**src/rtl/uart_rx_cfg.sv**
```systemverilog
// Configurable UART receiver: synchronised rx, oversampled mid-bit sampling,
// optional parity / two stop bits, ready/valid holding register with error status.
module uart_rx_cfg #(
    parameter int CLOCK_RATE  = 100_000_000,
    parameter int BAUD_RATE   = 115_200,
    parameter int DATA_WIDTH  = 8,
    parameter int PARITY      = 0,
    parameter int STOP_BITS   = 1,
    parameter int SYNC_STAGES = 2
) (
    input  logic                  clk,
    input  logic                  arst,
    input  logic                  rx,
    output logic                  m_valid,
    input  logic                  m_ready,
    output logic [DATA_WIDTH-1:0] m_data,
    output logic                  parity_err,
    output logic                  frame_err,
    output logic                  overrun,
    output logic                  busy
);

    localparam int CLK_PER_BIT = CLOCK_RATE / BAUD_RATE;
    localparam int CW          = $clog2(CLK_PER_BIT);
    localparam int BW          = $clog2(DATA_WIDTH);

    localparam logic [CW-1:0] HALF      = CW'((CLK_PER_BIT - 1) / 2);
    localparam logic [CW-1:0] LAST_CLK  = CW'(CLK_PER_BIT - 1);
    localparam logic [BW-1:0] LAST_BIT  = BW'(DATA_WIDTH - 1);
    localparam logic          LAST_STOP = 1'(STOP_BITS - 1);

    typedef enum logic [2:0] {
        S_IDLE,
        S_START,
        S_DATA,
        S_PARITY,
        S_STOP,
        S_WAIT_HIGH
    } state_t;

    state_t                  r_state;
    state_t                  w_state_next;
    logic [SYNC_STAGES-1:0]  r_sync;
    logic [CW-1:0]           r_clk_cnt;
    logic [BW-1:0]           r_bit_cnt;
    logic                    r_stop_cnt;
    logic [DATA_WIDTH-1:0]   r_shift;
    logic                    r_p_err;
    logic                    r_f_err;
    logic                    r_m_valid;
    logic [DATA_WIDTH-1:0]   r_m_data;
    logic                    r_parity_err;
    logic                    r_frame_err;
    logic                    r_overrun;
    logic                    w_rxs;
    logic                    w_bit_end;
    logic                    w_f_err_final;
    logic                    w_deliver;

    // Resetting to 1 makes the chain look like an idle line.
    always_ff @(posedge clk or posedge arst) begin
        if (arst) r_sync <= '1;
        else      r_sync <= {r_sync[SYNC_STAGES-2:0], rx};
    end

    assign w_rxs         = r_sync[SYNC_STAGES-1];
    assign w_bit_end     = (r_clk_cnt == LAST_CLK);
    assign w_f_err_final = r_f_err | ~w_rxs;

    always_ff @(posedge clk or posedge arst) begin
        if (arst) r_state <= S_IDLE;
        else      r_state <= w_state_next;
    end

    always_comb begin
        w_state_next = r_state;
        w_deliver    = 1'b0;
        case (r_state)
            S_IDLE:      if (!w_rxs) w_state_next = S_START;
            S_START:     if (r_clk_cnt == HALF) w_state_next = w_rxs ? S_IDLE : S_DATA;
            S_DATA:      if (w_bit_end && r_bit_cnt == LAST_BIT)
                             w_state_next = (PARITY != 0) ? S_PARITY : S_STOP;
            S_PARITY:    if (w_bit_end) w_state_next = S_STOP;
            S_STOP: begin
                if (w_bit_end && r_stop_cnt == LAST_STOP) begin
                    w_deliver    = 1'b1;
                    // A low stop bit may be a break: wait for the line to recover.
                    w_state_next = w_f_err_final ? S_WAIT_HIGH : S_IDLE;
                end
            end
            S_WAIT_HIGH: if (w_rxs) w_state_next = S_IDLE;
            default:     w_state_next = S_IDLE;
        endcase
    end

    always_ff @(posedge clk or posedge arst) begin
        if (arst) begin
            r_clk_cnt  <= '0;
            r_bit_cnt  <= '0;
            r_stop_cnt <= 1'b0;
            r_shift    <= '0;
            r_p_err    <= 1'b0;
            r_f_err    <= 1'b0;
        end else begin
            case (r_state)
                S_START: r_clk_cnt <= (r_clk_cnt == HALF) ? '0 : r_clk_cnt + 1'b1;
                S_DATA, S_PARITY, S_STOP: begin
                    r_clk_cnt <= w_bit_end ? '0 : r_clk_cnt + 1'b1;
                    if (w_bit_end) begin
                        if (r_state == S_DATA) begin
                            r_shift[r_bit_cnt] <= w_rxs;
                            r_bit_cnt          <= r_bit_cnt + 1'b1;
                        end else if (r_state == S_PARITY) begin
                            r_p_err <= (^r_shift ^ w_rxs) != (PARITY == 1);
                        end else begin
                            r_stop_cnt <= r_stop_cnt + 1'b1;
                            r_f_err    <= w_f_err_final;
                        end
                    end
                end
                default: begin
                    r_clk_cnt  <= '0;
                    r_bit_cnt  <= '0;
                    r_stop_cnt <= 1'b0;
                    r_p_err    <= 1'b0;
                    r_f_err    <= 1'b0;
                end
            endcase
        end
    end

    // A new word is only accepted if the holding register is empty or draining this cycle.
    always_ff @(posedge clk or posedge arst) begin
        if (arst) begin
            r_m_valid    <= 1'b0;
            r_m_data     <= '0;
            r_parity_err <= 1'b0;
            r_frame_err  <= 1'b0;
            r_overrun    <= 1'b0;
        end else if (w_deliver) begin
            if (!r_m_valid || m_ready) begin
                r_m_valid    <= 1'b1;
                r_m_data     <= r_shift;
                r_parity_err <= r_p_err;
                r_frame_err  <= w_f_err_final;
                r_overrun    <= 1'b0;
            end else begin
                r_overrun    <= 1'b1;
            end
        end else if (r_m_valid && m_ready) begin
            r_m_valid <= 1'b0;
            r_overrun <= 1'b0;
        end
    end

    assign m_valid    = r_m_valid;
    assign m_data     = r_m_data;
    assign parity_err = r_parity_err;
    assign frame_err  = r_frame_err;
    assign overrun    = r_overrun;
    assign busy       = (r_state != S_IDLE);

endmodule

```
**config.mk**
```make
export PLATFORM = sky130hd
export DESIGN_NAME = uart_rx_cfg
export DESIGN_NICKNAME = d
export VERILOG_FILES = /design/src/rtl/uart_rx_cfg.sv
export SDC_FILE = /design/constraint.sdc
export NUM_CORES = 1
export LEC_CHECK = 0
export BUFFER_PORTS_ARGS = -buffer_cell sky130_fd_sc_hd__buf_2
export CAP_MARGIN = 30
export CORE_MARGIN = 2
export CORE_UTILIZATION = 42
export DETAILED_ROUTE_END_ITERATION = 10
export GPL_TIMING_DRIVEN = 0
export PLACE_DENSITY = 0.71
export SETUP_SLACK_MARGIN = 0.15
export SLEW_MARGIN = 40
export SYNTH_ARGS = -nofsm -noshare
export SYNTH_HDL_FRONTEND = slang
export SYNTH_SLANG_ARGS = --single-unit
```
**constraint.sdc**
```tcl
create_clock -name clk -period 2.65 [get_ports clk]
set_clock_uncertainty 0.2 [all_clocks]
set_input_delay 0.265 -clock clk [delete_from_list [all_inputs] [get_ports clk]]
set_output_delay 0.265 -clock clk [all_outputs]
set_load 0.02 [all_outputs]
```
# Word-level counts from Yosys, hierarchy flattened
# Cells that the tools add are included.
[classes]
add_sub_neg = 3
n_lt_le_gt_ge = 2
n_eq_ne = 20
muxes = 37
bitwise = 5
n_reduce_logical = 18
[op_table]
columns = ["operator", "n"]
rows = [
  ["$mux W3", 9],
  ["$ne A2 B2 Y1 const B", 11],
  ["$mux W10", 2],
  ["$pmux W10 S2", 1],
  ["$pmux W3 S6", 1],
  ["$mux W1", 17],
  ["$add A10 B1 Y10 const B", 1],
  ["$eq A10 B10 Y1 const B", 1],
  ["$eq A10 B9 Y1 const B", 1],
  ["$eq A3 B3 Y1 const B", 3],
  ["$bwmux W8", 1],
  ["$reduce_and A4 Y1", 2],
  ["$reduce_xor A8 Y1", 1],
  ["$eq A3 B2 Y1 const B", 2],
  ["$pmux W1 S2", 3],
  ["$pmux W3 S2", 1],
  ["$reduce_and A3 Y1", 2],
  ["$reduce_and A6 Y1", 1],
  ["$logic_and A1 B1 Y1", 4],
  ["$lt A3 B4 Y1 const B", 1],
  ["$reduce_and A2 Y1", 2],
  ["$add A3 B1 Y3 const B", 1],
  ["$demux W1 S3", 1],
  ["$eq A3 B1 Y1 const B", 1],
  ["other kinds (13)", 15],
]
[totals]
reg_bits = 41
in_bits = 4
output_inout_bits = 13
word_cells = 98

# Depth between registers and ports, before layout
[logic_depth]
word_depth = 6
ltp_mapped = 8
mapped_depth_nobuf = 7

# Worst setup path after synthesis
# Ideal clock, no wire load.
[synth_path]
kind = "reg-to-reg"
start = "reg r_clk_cnt[0]"
end = "reg r_m_data[0] (netlist: m_data[0])"
setup_ns = 0.127
t_arrival_ns = 1.909
t_required_ns = 2.323
path_slack_ns = 0.413
stages_incl_launch_ff = 8
n_path_buf = 2
period_less_slack_ns = 2.237
path_cell_list = "dfrtp_1 ha_1 and4b_1 nand3_1 buf_4 a2111oi_4 buf_6 mux2_1"
[synth_via]
elab_chain_cells = 5
[synth_lines]
columns = ["item", "line_no", "text"]
rows = [
  ["start: declaration", "44", "logic [CW-1:0] r_clk_cnt;"],
  ["start signal: assignment", "106", "S_START: r_clk_cnt <= (r_clk_cnt == HALF) ? '0 : r_clk_cnt + 1'b1;"],
  ["start signal: assignment", "108", "r_clk_cnt <= w_bit_end ? '0 : r_clk_cnt + 1'b1;"],
  ["$eq A10 B10 Y1", "67", "assign w_bit_end = (r_clk_cnt == LAST_CLK);"],
  ["$logic_and A1 B1 Y1", "85", "if (w_bit_end && r_stop_cnt == LAST_STOP) begin"],
  ["$mux W1", "85", ""],
  ["$mux W1", "78", "case (r_state)"],
  ["$reduce_and A2 Y1 (no line)", "n/a", ""],
  ["end signal: assignment", "143", "r_m_data <= r_shift;"],
  ["end: declaration", "51", "logic [DATA_WIDTH-1:0] r_m_data;"],
]
# No other way between the ends.
# A chain may end at the register's enable or synchronous reset.

# Worst setup path in the final report
[layout_path]
start = "reg r_clk_cnt[1]"
end = "reg r_parity_err (netlist: parity_err)"
[layout_via]
elab_chain_cells = 5
[layout_lines]
columns = ["item", "line_no", "text"]
rows = [
  ["$eq A10 B10 Y1", "67", ""],
  ["$logic_and A1 B1 Y1", "85", ""],
  ["$mux W1", "85", ""],
  ["$mux W1", "78", ""],
  ["$reduce_and A2 Y1 (no line)", "n/a", ""],
  ["end signal: assignment", "144", "r_parity_err <= r_p_err;"],
  ["end: declaration", "52", "logic r_parity_err;"],
]
# No other way between the ends.

==> run_results.csv <==
group,metric,value,unit
drt,drc,0,
placed_design,gp_congestion,0.8277,
global_route,grt_pass1_vias,1376,
global_route,grt_max_degree,42,
worst_setup_path,cp_cell_sequence,"ha_2, and4b_1, nand3_2, buf_6, a2111oi_4, buf_4, mux2_1",
logic_synthesis,yosysWarnings,0,
logic_synthesis,synth_fp_nets,194,
global_route,antenna_found_initial,0,
timing,finalCriticalPeriod,2.382,ns
outcome,status,"finished clean",
drt,drt-initial-drc-count,74,
logic_synthesis,syn_avg_cell_area,11.16,um2
placed_design,place_area,2242,um2
cts,h-tree-depth,2,
timing,finalMaxSlewViolations,0,
drt,wl,3.855,mm
drt,routedWlPerCell,13.43,um
job,cap_violations,0,
power,pwr-share-clk,44.0,%
worst_setup_path,rrSetupSlack,0.27,ns
layout,fin_area,2452,um2
worst_setup_path,ff2ff_path_depth,7,
worst_setup_path,r2r_start,"r_clk_cnt[1]$_DFF_PP0_",
placed_design,dp_hpwl,2.514,mm
drt,vias,1441,
drt,dr.pass1.iters,4,
power,peakVddDrop,0.0003698,V
floorplanning,start_util,43.66,%
power,p_sw,234.4,uW
floorplanning,core-area,4755,um2
worst_setup_path,slowest_stage,"dfrtp_1",
layout,drive_above_1_share,26.36,%
worst_setup_path,required,2.64,ns
drt,drt.antenna.violating_nets,0,
timing,max_freq,0.4199,GHz
worst_setup_path,crit_arrival,2.37,ns
floorplanning,die_w,74.30,um
worst_hold_path,hold_class,"flop to flop",
power,power_frac_comb,2.5,%
layout,syn_to_final_growth,18.14,%
timing,worstMarginPinSlew,0.5145,ns
layout,antenna_cells,0,
global_route,grt_overflow_total,0,
worst_setup_path,worst-path-buf-inv,2,
logic_synthesis,syn-cell-area,2076,um2
worst_setup_path,path_depth,7,
logic_synthesis,ys_seq_area_share,49.55,%
worst_setup_path,cp_slowest_stage_delay,0.40,ns
worst_setup_path,cp-start-kind,"flop",
logic_synthesis,synth_top_area_share,47.02,%
layout,final_cells,287,
floorplanning,rows,25,
placed_design,port_buffers,16,
timing,setup_viol,0,
layout,nets,227,
worst_setup_path,timing.rr.end,"parity_err$_DFFE_PP0P_",
floorplanning,io_pins,17,
worst_setup_path,endpoint,"parity_err$_DFFE_PP0P_",
timing,setup_tns,0,ns
worst_setup_path,cp-end-kind,"flop",
global_route,grtUsageTotal,16.21,%
layout,utilization,51.58,%
timing,period_share,89.88,%
worst_setup_path,worstPathMaxFanout,5,
cts,cts_tree,"built",
worst_setup_path,cp_top_family,"flip-flops",
timing,timing.slew.headroom,65.70,%
cts,cts_buffer_depth,2,
cts,cts_buffers,5,
timing,rsz0062_at_grt,"false",
logic_synthesis,synthArstFlopShare,100.0,%
power,power.total,1180,uW
logic_synthesis,synth_common_cells,"dfrtp_1, nor2_1, mux2_2, xnor2_1",
power,powerDensity,481.0,nW/um2
placed_design,place_inst,269,
cts,clk-insertion-delay-late,0.30,ns
logic_synthesis,synth_cell_types,43,
drt,vias_per_cell,5.021,
logic_synthesis,synth_area_leaders,"dfrtp_1, mux2_2, mux2_1",
cts,cts-root-buf,"clkbuf_8",
worst_setup_path,setup.worst_path.class,"flop to flop",
logic_synthesis,synth_edf_count,0,
cts,cts.sinks,41,
global_route,grt_pass1_wl,6.672,mm
logic_synthesis,synth_most_common_cell,"dfrtp_1",
power,p_leak,0.001133,uW
logic_synthesis,synth_flop_cell,"dfrtp_1",
power,p_sw_share,19.87,%
timing,finalHoldViolations,0,
power,internal_power,945.1,uW
cts,cts.reportedPaths.clkPinSlew,0.08,ns
floorplanning,dieArea,5520,um2
logic_synthesis,synth_top_area_cell,"dfrtp_1",
worst_setup_path,cp-startpoint,"r_clk_cnt[1]$_DFF_PP0_",
logic_synthesis,synth.ff_latch_count,41,
power,p_seq_share,53.5,%
logic_synthesis,syn_inst,186,
floorplanning,die_h,74.30,um
## layout make-up
type / instances / area (um2)
tap: 67 / 83.83
clock buffer: 7 / 86.33
timing repair buffer: 26 / 162.7
fill: 442 / 2302
clock inverter: 1 / 30.03
buffer: 10 / 55.05
inverter: 8 / 32.53
sequential: 41 / 1028
multi-input combinational: 127 / 973.4
## layer usage
metal  vias up  share of wire [%]  global-route usage [%]
li1        716                  -                       -
met1       695                 48                   21.93
met2        23                 46                   24.40
met3         7                3.3                   4.201
met4         0                2.0                   7.738
met5         -                  0                       0
## worst min-delay path by stage
stage                   startpoint                      to  slack (ns)  cells after the start
6_report       r_sync[0]$_DFF_PP1_     r_sync[1]$_DFF_PP1_        0.16                      0
5_1_grt        r_sync[0]$_DFF_PP1_     r_sync[1]$_DFF_PP1_        0.17                      0
4_1_cts        r_sync[0]$_DFF_PP1_     r_sync[1]$_DFF_PP1_        0.16                      0
3_5_place_dp                  arst  r_clk_cnt[2]$_DFF_PP0_        0.14                      2
3_3_place_gp   r_sync[0]$_DFF_PP1_     r_sync[1]$_DFF_PP1_        0.15                      0
2_1_floorplan                   rx     r_sync[0]$_DFF_PP1_        0.07                      0
## logic make-up after synthesis
group | count (synthesis) | share of synthesized area (%)
AO/OA/AOI/OAI | 27 | 10.07
XOR/XNOR | 15 | 6.329
adder cells (fa/ha/maj) | 4 | 2.411
buffers and inverters | 18 | 3.918
flip-flops | 41 | 49.55
multiplexers | 20 | 10.79
AND/OR/NAND/NOR | 61 | 16.94
## power groups by stage
| stage | clock network, uW | registers (uW) | logic (uW) |
|---|---|---|---|
| after global routing | 563 | 632 | 34.0 |
| final | 518 | 631 | 29.8 |
| after floorplan | 0 | 645 | 15.9 |
| after detailed placement | 0 | 643 | 27.3 |
| after CTS | 538 | 631 | 30.9 |
| after global placement | 0 | 643 | 26.4 |
## cells in the final DEF (no fill, tap or decap), types with 6 or more instances in the layout
cell,netlist,routed
dfrtp_1,39,39
a21oi_1,7,7
buf_4,1,7
inv_1,8,7
nor2_1,22,22
clkbuf_1,6,7
mux2_2,10,10
nand2_1,9,9
buf_2,2,18
xnor2_1,10,10
clkbuf_8,0,6
mux2_1,9,9
## sequential cells by signal, summed over array words and instances (netlist names)
register	flops
frame_err	1
m_data	8
m_valid	1
overrun	1
parity_err	1
r_bit_cnt	3
r_clk_cnt	10
r_f_err	1
r_p_err	1
r_shift	8
r_state	3
r_stop_cnt	1
r_sync	2
## through the flow
| stage | hold WS [ns] | setup WS [ns] |
|---|---|---|
| floorplan | 0.06948 | 0.4134 |
| global placement | 0.1459 | 0.1641 |
| detailed placement | 0.1427 | 0.1570 |
| CTS | 0.1578 | 0.1788 |
| global route | 0.1683 | 0.1269 |
| finish | 0.1565 | 0.2683 |
## repair_timing
action,4_1_cts,5_1_grt
gates cloned,1,0
pin swaps,1,1
hold buffers,3,0
setup endpoints to repair,3,20
resized for setup,0,4
setup buffers,0,6
hold endpoints to repair,42,0
Note: power is estimated with default switching activity, not from simulation.
